[src/rtl/mem_image_dumper_pkg.sv]
// Shared types and constants for the PDP-11 load-image dumper.
package mem_image_dumper_pkg;

  typedef enum logic [2:0] {
    IDLE,
    ADDR_REC,
    FETCH,
    WAIT,
    DATA_REC,
    PC_REC,
    FIN
  } dump_state_t;

  localparam logic [7:0] CH_AT      = 8'h40;
  localparam logic [7:0] CH_DASH    = 8'h2D;
  localparam logic [7:0] CH_STAR    = 8'h2A;
  localparam int         OCT_DIGITS = 6;

  // ASCII octal digit at record position pos (1 = most significant digit).
  function automatic logic [7:0] oct_char(input logic [15:0] v, input logic [2:0] pos);
    logic [17:0] w;
    logic [2:0]  d;
    w = {2'b00, v};
    case (pos)
      3'd1:    d = w[17:15];
      3'd2:    d = w[14:12];
      3'd3:    d = w[11:9];
      3'd4:    d = w[8:6];
      3'd5:    d = w[5:3];
      default: d = w[2:0];
    endcase
    return {5'b00110, d};
  endfunction

endpackage

[src/rtl/mem_image_dumper_oct_rec_ser.sv]
// Serialises one record: prefix char, six octal digits, terminator.
module oct_rec_ser
  import mem_image_dumper_pkg::*;
#(
  parameter logic [7:0] NEWLINE = 8'h0A
) (
  input  logic        clock,
  input  logic        reset_n,
  input  logic        load,
  input  logic [7:0]  prefix,
  input  logic [15:0] value,
  input  logic        tx_ready,
  output logic        idle,
  output logic        rec_done,
  output logic [7:0]  tx_data,
  output logic        tx_valid
);

  localparam logic [2:0] IDX_NL = 3'(OCT_DIGITS + 1);

  logic        active_q, active_d;
  logic [2:0]  idx_q, idx_d;
  logic [7:0]  prefix_q, prefix_d;
  logic [15:0] value_q, value_d;
  logic        xfer;

  assign xfer     = active_q & tx_ready;
  assign rec_done = xfer & (idx_q == IDX_NL);
  assign idle     = ~active_q;
  assign tx_valid = active_q;

  always_comb begin
    active_d = active_q;
    idx_d    = idx_q;
    prefix_d = prefix_q;
    value_d  = value_q;
    if (xfer) begin
      if (idx_q == IDX_NL) begin
        active_d = 1'b0;
        idx_d    = 3'd0;
      end else begin
        idx_d = idx_q + 3'd1;
      end
    end
    // A new record may be loaded on the cycle the previous one finishes.
    if (load && (!active_q || rec_done)) begin
      active_d = 1'b1;
      idx_d    = 3'd0;
      prefix_d = prefix;
      value_d  = value;
    end
  end

  always_comb begin
    tx_data = 8'h00;
    if (active_q) begin
      if (idx_q == 3'd0)        tx_data = prefix_q;
      else if (idx_q == IDX_NL) tx_data = NEWLINE;
      else                      tx_data = oct_char(value_q, idx_q);
    end
  end

  always_ff @(posedge clock or negedge reset_n) begin
    if (!reset_n) begin
      active_q <= 1'b0;
      idx_q    <= 3'd0;
      prefix_q <= 8'h00;
      value_q  <= 16'h0000;
    end else begin
      active_q <= active_d;
      idx_q    <= idx_d;
      prefix_q <= prefix_d;
      value_q  <= value_d;
    end
  end

endmodule

[src/rtl/mem_image_dumper.sv]
// Dumps a block of memory as '@' address, '-' data and '*' PC records of octal ASCII.
module mem_image_dumper
  import mem_image_dumper_pkg::*;
#(
  parameter int         CNT_W   = 16,
  parameter logic [7:0] NEWLINE = 8'h0A,
  parameter bit         EMIT_PC = 1'b1
) (
  input  logic             clock,
  input  logic             reset_n,
  input  logic             start,
  input  logic [15:0]      start_addr,
  input  logic [CNT_W-1:0] word_count,
  input  logic [15:0]      start_pc,
  output logic             mem_rd,
  output logic [15:0]      mem_addr,
  input  logic [15:0]      mem_rdata,
  output logic [7:0]       tx_data,
  output logic             tx_valid,
  input  logic             tx_ready,
  output logic             busy,
  output logic             done
);

  localparam logic [CNT_W-1:0] CNT_ONE = CNT_W'(1);

  dump_state_t      state_q, state_d;
  logic [15:0]      cur_q, cur_d;
  logic [CNT_W-1:0] rem_q, rem_d;
  logic [15:0]      pc_q, pc_d;
  logic             ser_load, ser_idle, rec_done;
  logic [7:0]       ser_prefix;
  logic [15:0]      ser_value;

  always_comb begin
    state_d    = state_q;
    cur_d      = cur_q;
    rem_d      = rem_q;
    pc_d       = pc_q;
    ser_load   = 1'b0;
    ser_prefix = CH_AT;
    ser_value  = 16'h0000;
    case (state_q)
      IDLE: if (start) begin
        cur_d     = start_addr & 16'hFFFE;
        rem_d     = word_count;
        pc_d      = start_pc;
        ser_load  = 1'b1;
        ser_value = start_addr & 16'hFFFE;
        state_d   = ADDR_REC;
      end
      ADDR_REC: if (rec_done) begin
        if (rem_q != '0) begin
          state_d = FETCH;
        end else if (EMIT_PC) begin
          ser_load   = 1'b1;
          ser_prefix = CH_STAR;
          ser_value  = pc_q;
          state_d    = PC_REC;
        end else begin
          state_d = FIN;
        end
      end
      FETCH: state_d = WAIT;
      // The serialiser's value register doubles as the read-data holding register.
      WAIT: if (ser_idle) begin
        ser_load   = 1'b1;
        ser_prefix = CH_DASH;
        ser_value  = mem_rdata;
        state_d    = DATA_REC;
      end
      DATA_REC: if (rec_done) begin
        cur_d = cur_q + 16'd2;
        rem_d = rem_q - CNT_ONE;
        if (rem_q != CNT_ONE) begin
          state_d = FETCH;
        end else if (EMIT_PC) begin
          ser_load   = 1'b1;
          ser_prefix = CH_STAR;
          ser_value  = pc_q;
          state_d    = PC_REC;
        end else begin
          state_d = FIN;
        end
      end
      PC_REC: if (rec_done) state_d = FIN;
      FIN:     state_d = IDLE;
      default: state_d = IDLE;
    endcase
  end

  always_ff @(posedge clock or negedge reset_n) begin
    if (!reset_n) begin
      state_q <= IDLE;
      cur_q   <= 16'h0000;
      rem_q   <= '0;
      pc_q    <= 16'h0000;
    end else begin
      state_q <= state_d;
      cur_q   <= cur_d;
      rem_q   <= rem_d;
      pc_q    <= pc_d;
    end
  end

  assign mem_rd   = (state_q == FETCH);
  assign mem_addr = cur_q;
  assign busy     = (state_q != IDLE);
  assign done     = (state_q == FIN);

  oct_rec_ser #(
    .NEWLINE (NEWLINE)
  ) u_ser (
    .clock    (clock),
    .reset_n  (reset_n),
    .load     (ser_load),
    .prefix   (ser_prefix),
    .value    (ser_value),
    .tx_ready (tx_ready),
    .idle     (ser_idle),
    .rec_done (rec_done),
    .tx_data  (tx_data),
    .tx_valid (tx_valid)
  );

endmodule
[config.mk]
export PLATFORM = sky130hd
export DESIGN_NAME = mem_image_dumper
export DESIGN_NICKNAME = d
export VERILOG_FILES = /design/src/rtl/mem_image_dumper_pkg.sv /design/src/rtl/mem_image_dumper_oct_rec_ser.sv /design/src/rtl/mem_image_dumper.sv
export SDC_FILE = /design/constraint.sdc
export NUM_CORES = 1
export LEC_CHECK = 0
export CAP_MARGIN = 10
export CORE_MARGIN = 2
export CORE_UTILIZATION = 35
export CTS_CLUSTER_DIAMETER = 200
export DETAILED_ROUTE_END_ITERATION = 16
export PLACE_DENSITY_LB_ADDON = 0.12
export SLEW_MARGIN = 0
export SYNTH_ARGS = -nofsm -noshare
export SYNTH_HDL_FRONTEND = slang
export SYNTH_SLANG_ARGS = --single-unit
[constraint.sdc]
create_clock -name clock -period 5.96 [get_ports clock]
set_clock_uncertainty 0.15 [all_clocks]
set_input_delay 1.788 -clock clock [delete_from_list [all_inputs] [get_ports clock]]
set_output_delay 1.788 -clock clock [all_outputs]
set_load 0.1 [all_outputs]
* After elaboration in Yosys (flattened, before gate mapping)
Cells that the tools add are included.
Word-level totals: logic and storage cells 89, memory bits (read-only) 0, bits in writable memories 0, output and inout bits 28, bits in latches 0, memories 0, register bits 79, input bits 68
Cells by class: multiplexer cells 44, magnitude comparators 0, bitwise logic cells 2, equal/unequal tests 18, shift-type cells 0, multiply operators 0, reduce and logical (&&, ||, !) cells 14, $add $sub $neg 3, div/mod/pow operators 0
Operators with widths (count):
- $mux 16 | 10
- $pmux 16 s2 | 2
- $pmux 16 s4 | 1
- $mux 7 | 5
- $mux 3 | 10
- $pmux 7 s3 | 1
- $eq 3x3->1 const B | 6
- $pmux 3 s6 | 1
- $add 16x2->16 const B | 1
- $mux 8 | 2
- $ne 16x1->1 const B | 1
- $reduce_bool 16->1 | 1
- $sub 16x1->16 const B | 1
- $pmux 3 s5 | 1
- $eq 3x2->1 const B | 4
- $mux 1 | 9
- $eq 3x1->1 const B | 2
- $logic_not 3->1 | 2
- $mux 6 | 1
- $ne 2x1->1 const B | 3
- $reduce_bool 2->1 | 3
- $reduce_and 5->1 | 1
- $ne 2x2->1 const B | 2
- $pmux 1 s4 | 1
- 8 further kinds | 10

* Longest topological paths before layout
depth in word-level cells 7, mapped depth 9, depth with buffers taken out 6

* Modules after synthesis
From an unflattened synthesis, not the netlist that was laid out.
Second synthesis, totals: cell total of the unflattened synthesis 498, area, all modules 4773.3 µm²
By module, submodules not included:
- mem_image_dumper | times used 1, area an instance 3218.1 µm², cells an instance 377, seq. area each 1251.2 µm²
- oct_rec_ser | times used 1, area an instance 1555.2 µm², cells an instance 121, seq. area each 700.7 µm²

* Least setup slack after synthesis
No wires, ideal clock.
kind register to output, start point register u_ser.idx_q[2], end point output tx_data[2], path slack 0.157 ns, buffers on the path 1, required time 4.022 ns, arrival 3.865 ns, stages on the path, launching flop included 8, path through dfrtp_1 > clkbuf_1 > inv_1 > ha_1 > a211oi_1 > nand3_1 > a211o_1 > a21boi_0
Between the ends: word-level cells in the longest chain between the ends 5, elaborated cells on any way between the ends 11, those cells by class eq/ne (6); mux (4); reduce/logical (1)
RTL lines:
- start, declared | line mem_image_dumper_oct_rec_ser.sv:22 | logic [2:0] idx_q, idx_d;
- start signal, assigned | line mem_image_dumper_oct_rec_ser.sv:71 | idx_q <= idx_d;
- $eq 3x3->1 (tied with other cells) | line mem_image_dumper_pkg.sv:24 | case (pos)
- $pmux 3 s5 | line mem_image_dumper_pkg.sv:24
- $mux 6 | line mem_image_dumper_oct_rec_ser.sv:58 | else if (idx_q == IDX_NL) tx_data = NEWLINE;
- $mux 8 (*) | line mem_image_dumper_oct_rec_ser.sv:57 | if (idx_q == 3'd0) tx_data = prefix_q;
- $mux 8 (*) | line mem_image_dumper_oct_rec_ser.sv:56 | if (active_q) begin
- end, declared | line mem_image_dumper.sv:18 | output logic [7:0] tx_data,
Every way passes the cells marked *; elsewhere a longest branch is shown, timed or not.

* Worst setup path after layout
start point register u_ser.idx_q[2], end point output tx_data[1]
Same word-level chain as after synthesis.

==> out/metrics.yaml <==
run_status:
  status: "completed"
logic_synthesis:
  synthAdderAreaFrac_pct: 2.77
  synth_area_leaders: "dfrtp_1 (41%), mux2i_1 (6.6%), mux2_1 (3.7%)"
  synth-simple-area-share_pct: 17.9
  synth_top_cell_area_share_pct: 41.0
  yosysMostFrequentCell: "dfrtp_1"
  synth-async-reset-ratio_pct: 100
  synth_flop_cell: "dfrtp_1"
  syn_inst: 466
  netlist_area_mm2: 0.00452
  synth_edf_count: 0
  synthMuxAreaShare_pct: 10.9
  synth_top_family_by_area: "compound AO/OA/AOI/OAI gates"
  yosysTopAreaCell: "dfrtp_1"
  ys_ff_latch: 74
  ys_top_cells_by_count: "dfrtp_1 (74), nor2_1 (38), a21oi_1 (31)"
  synth.distinct_cells: 73
  syn_avg_cell_area_um2: 9.70
  synthXorXnorAreaFrac_pct: 0
  synth_compound_area_share_pct: 22.6
  yosysSeqAreaShare_pct: 41.0
  yosysWarnings: 0
pwr:
  switching_share_pct: 49.2
  power_density_mw_per_mm2: 564
  power_frac_comb_pct: 51.1
  power_frac_seq_pct: 31.0
  p_clk_share_pct: 17.9
  p_leak_nw: 2.37
  ir_worst_vdd_mv: 0.391
  intPower_mw: 1.68
  p_switching_mw: 1.63
clock_network:
  clkTransAtPathRegs_ns: 0.06
  root_buffer: "clkbuf_16"
  cts_buffer_depth: 2
  cts_max_level: 3
  hold_buffers: 0
  cts_setup_buffers: 0
  cts.sinks: 74
  clk_latency_ns: 0.33
  cts_tree: "done"
  post_cts_resized: 0
  cts_made_buffers: 9
die:
  die_h_um: 118
  coreArea_mm2: 0.0126
  die_area_mm2: 0.0138
  ios: 96
  initial_core_util_pct: 35.8
  fp-row-count: 41
  fp.dieW_um: 118
layout:
  antennaDiodeCount: 0
  final-seq-area_mm2: 0.00185
  layout-drive-gt1-share_pct: 7.51
  area_delta_synth_final_pct: 29.5
  fin_nets: 620
  multiInputGateArea_mm2: 0.00246
  n_fill_cell: 1238
global_route:
  grt_pass1_vias: 3848
  grt_pass1_wl_mm: 20.7
  antenna_found_initial: 0
  grt_max_degree: 51
  track_usage_pct: 18.7
  overflow: 0
detailed_routing:
  viasPerCell: 5.59
  ant_nets: 0
  drc: 0
  drt-wirelength-per-cell_um: 18.1
  first_pass_iters: 4
  vias: 4012
  drt-total-wl_mm: 13.0
  drt_iter0_drc: 238
worst_setup_path:
  r2r-end: "u_ser.value_q[0]$_DFFE_PN0P_"
  crit_path_top_delay_cell: "clkdlybuf4s50_1"
  cp-start-kind: "flip-flop"
  path_max_fanout: 12
  crit_family: "buffers and inverters"
  cp-startpoint: "u_ser.idx_q[2]$_DFFE_PN0P_"
  worstSetupEndpointType: "output pin"
  rrSetupSlack_ns: 3.04
  arrival_ns: 3.23
  path_cells: "inv_1 -> ha_1 -> a211oi_1 -> a31oi_1 -> a21oi_1 -> clkdlybuf4s50_1"
  endpoint: "tx_data[1]"
  crit_cells: 6
  r2r-start: "state_q[1]$_DFFE_PN0P_"
  worstSetupPathType: "flip-flop to output pin"
  reg2reg_depth: 4
  cp.required_ns: 4.02
  slowest_delay_ns: 1.16
  crit_buf_inv: 2
sta:
  hold_viol_final: 0
  slew_violations: 0
  setup-violations-final: 0
  max_slew.worst_pin.slew_ns: 1.16
  fin_crit_ns: 5.17
  fin_setup_tns_ns: 0
  fin_ws_ns: 0.794
  holdWs_ns: 0.333
  period_share_pct: 86.7
  rsz0062_at_grt: "no"
  fmax_mhz: 194
  max_slew_margin_pct: 22.6
flow_run:
  cap_violations: 0
placement:
  dpl.hpwl_mm: 9.29
  routabilityCongestion: 0.843
  io_buffers: 92
  place_ws_ns: 1.27
worst_hold_path:
  hp-class: "flip-flop to flip-flop"
-- sequential cells by signal (all words and copies together), names as in the netlist --
| register | cells |
|---|---|
| pc_q | 16 |
| rem_q | 16 |
| u_ser.value_q | 16 |
| mem_addr | 15 |
| u_ser.prefix_q | 4 |
| state_q | 3 |
| u_ser.idx_q | 3 |
| u_ser.tx_valid | 1 |
-- placed cells by master, fill, tap and decap left out, types with 3 or more instances in the layout --
cell,netlist,routed
nor4_1,4,4
dfrtp_1,74,74
buf_4,4,8
nor4_4,3,3
a2bb2oi_1,5,5
inv_1,13,13
a21oi_1,31,30
nand3_1,17,17
mux2_1,15,15
a22oi_1,10,10
a21boi_0,4,4
a31oi_1,6,6
a22o_1,19,19
a41o_1,3,3
nand4_1,10,10
nor2b_1,5,5
o21ai_0,12,12
o22ai_1,7,7
ha_1,10,10
nor2_1,38,38
clkdlybuf4s50_1,0,89
a21o_1,3,3
clkbuf_16,0,9
o211ai_1,3,3
nand2_1,29,29
mux2i_1,30,30
nor3_1,10,10
o21ai_1,12,12
and3_1,7,7
-- power groups by stage --
stage | clock network, mW | registers, mW | logic (mW)
floorplan | 0 | 1.29 | 0.971
global placement | 0 | 1.02 | 1.66
detailed placement | 0 | 1.02 | 1.69
CTS | 0.604 | 1.02 | 1.69
global route | 0.629 | 1.06 | 1.80
finish | 0.593 | 1.02 | 1.69
-- per-stage QoR --
stage | utilization, % | std cells | total power [mW] | cell area (um2)
after floorplan | - | 467 | 2.26 | 4520
after global placement | 43.9 | 703 | 2.68 | 5540
after detailed placement | 43.9 | 703 | 2.71 | 5540
after CTS | 46.4 | 718 | 3.31 | 5860
after global routing | 46.4 | 718 | 3.49 | 5860
final | 46.4 | 718 | 3.30 | 5860
-- per-layer routing --
layer,vias up,GRT usage [%],wire [um]
met1,1954,27.1,6340
met2,132,28.2,5760
met3,15,3.29,691
li1,1911,-,-
met4,0,6.40,182
met5,-,0,0
-- worst min-delay path by stage --
stage / slack, ns / depth (start not counted) / to / startpoint
6_report: 0.33 / 2 / u_ser.prefix_q[1]$_DFFE_PN0P_ / u_ser.prefix_q[1]$_DFFE_PN0P_
5_1_grt: 0.36 / 1 / pc_q[0]$_DFFE_PN0P_ / pc_q[0]$_DFFE_PN0P_
4_1_cts: 0.33 / 2 / u_ser.prefix_q[1]$_DFFE_PN0P_ / u_ser.prefix_q[1]$_DFFE_PN0P_
3_5_place_dp: 0.32 / 2 / u_ser.prefix_q[1]$_DFFE_PN0P_ / u_ser.prefix_q[1]$_DFFE_PN0P_
3_3_place_gp: 0.31 / 2 / u_ser.prefix_q[1]$_DFFE_PN0P_ / u_ser.prefix_q[1]$_DFFE_PN0P_
2_1_floorplan: 0.29 / 2 / u_ser.prefix_q[1]$_DFFE_PN0P_ / u_ser.prefix_q[1]$_DFFE_PN0P_
-- tightest hold or removal path, cell delays in order, from the launching register on --
cell,delay (ns)
dfrtp_1,0.34
nand2_1,0.05
nand2_1,0.06
-- area by class of cell --
cell class              instances  area share [%]
multi-input cells             346            42.1
flip-flops and latches         74            31.6
repair buffers                 98            16.3
clock buffers                  13            4.44
well taps                     172            3.68
clock inverters                 2            1.03
inverters                      13           0.833
-- cell families (layout without fill, tap and decap cells) --
group                      Yosys count  count (layout)
AOI/OAI and AO/OA                  144             144
and+or+nand+nor                    143             143
DFF                                 74              74
muxes                               47              47
buffers and inverters               47             126
adders and majority gates           10              10
other                                1               2
Power figures use the tool's default switching activity.
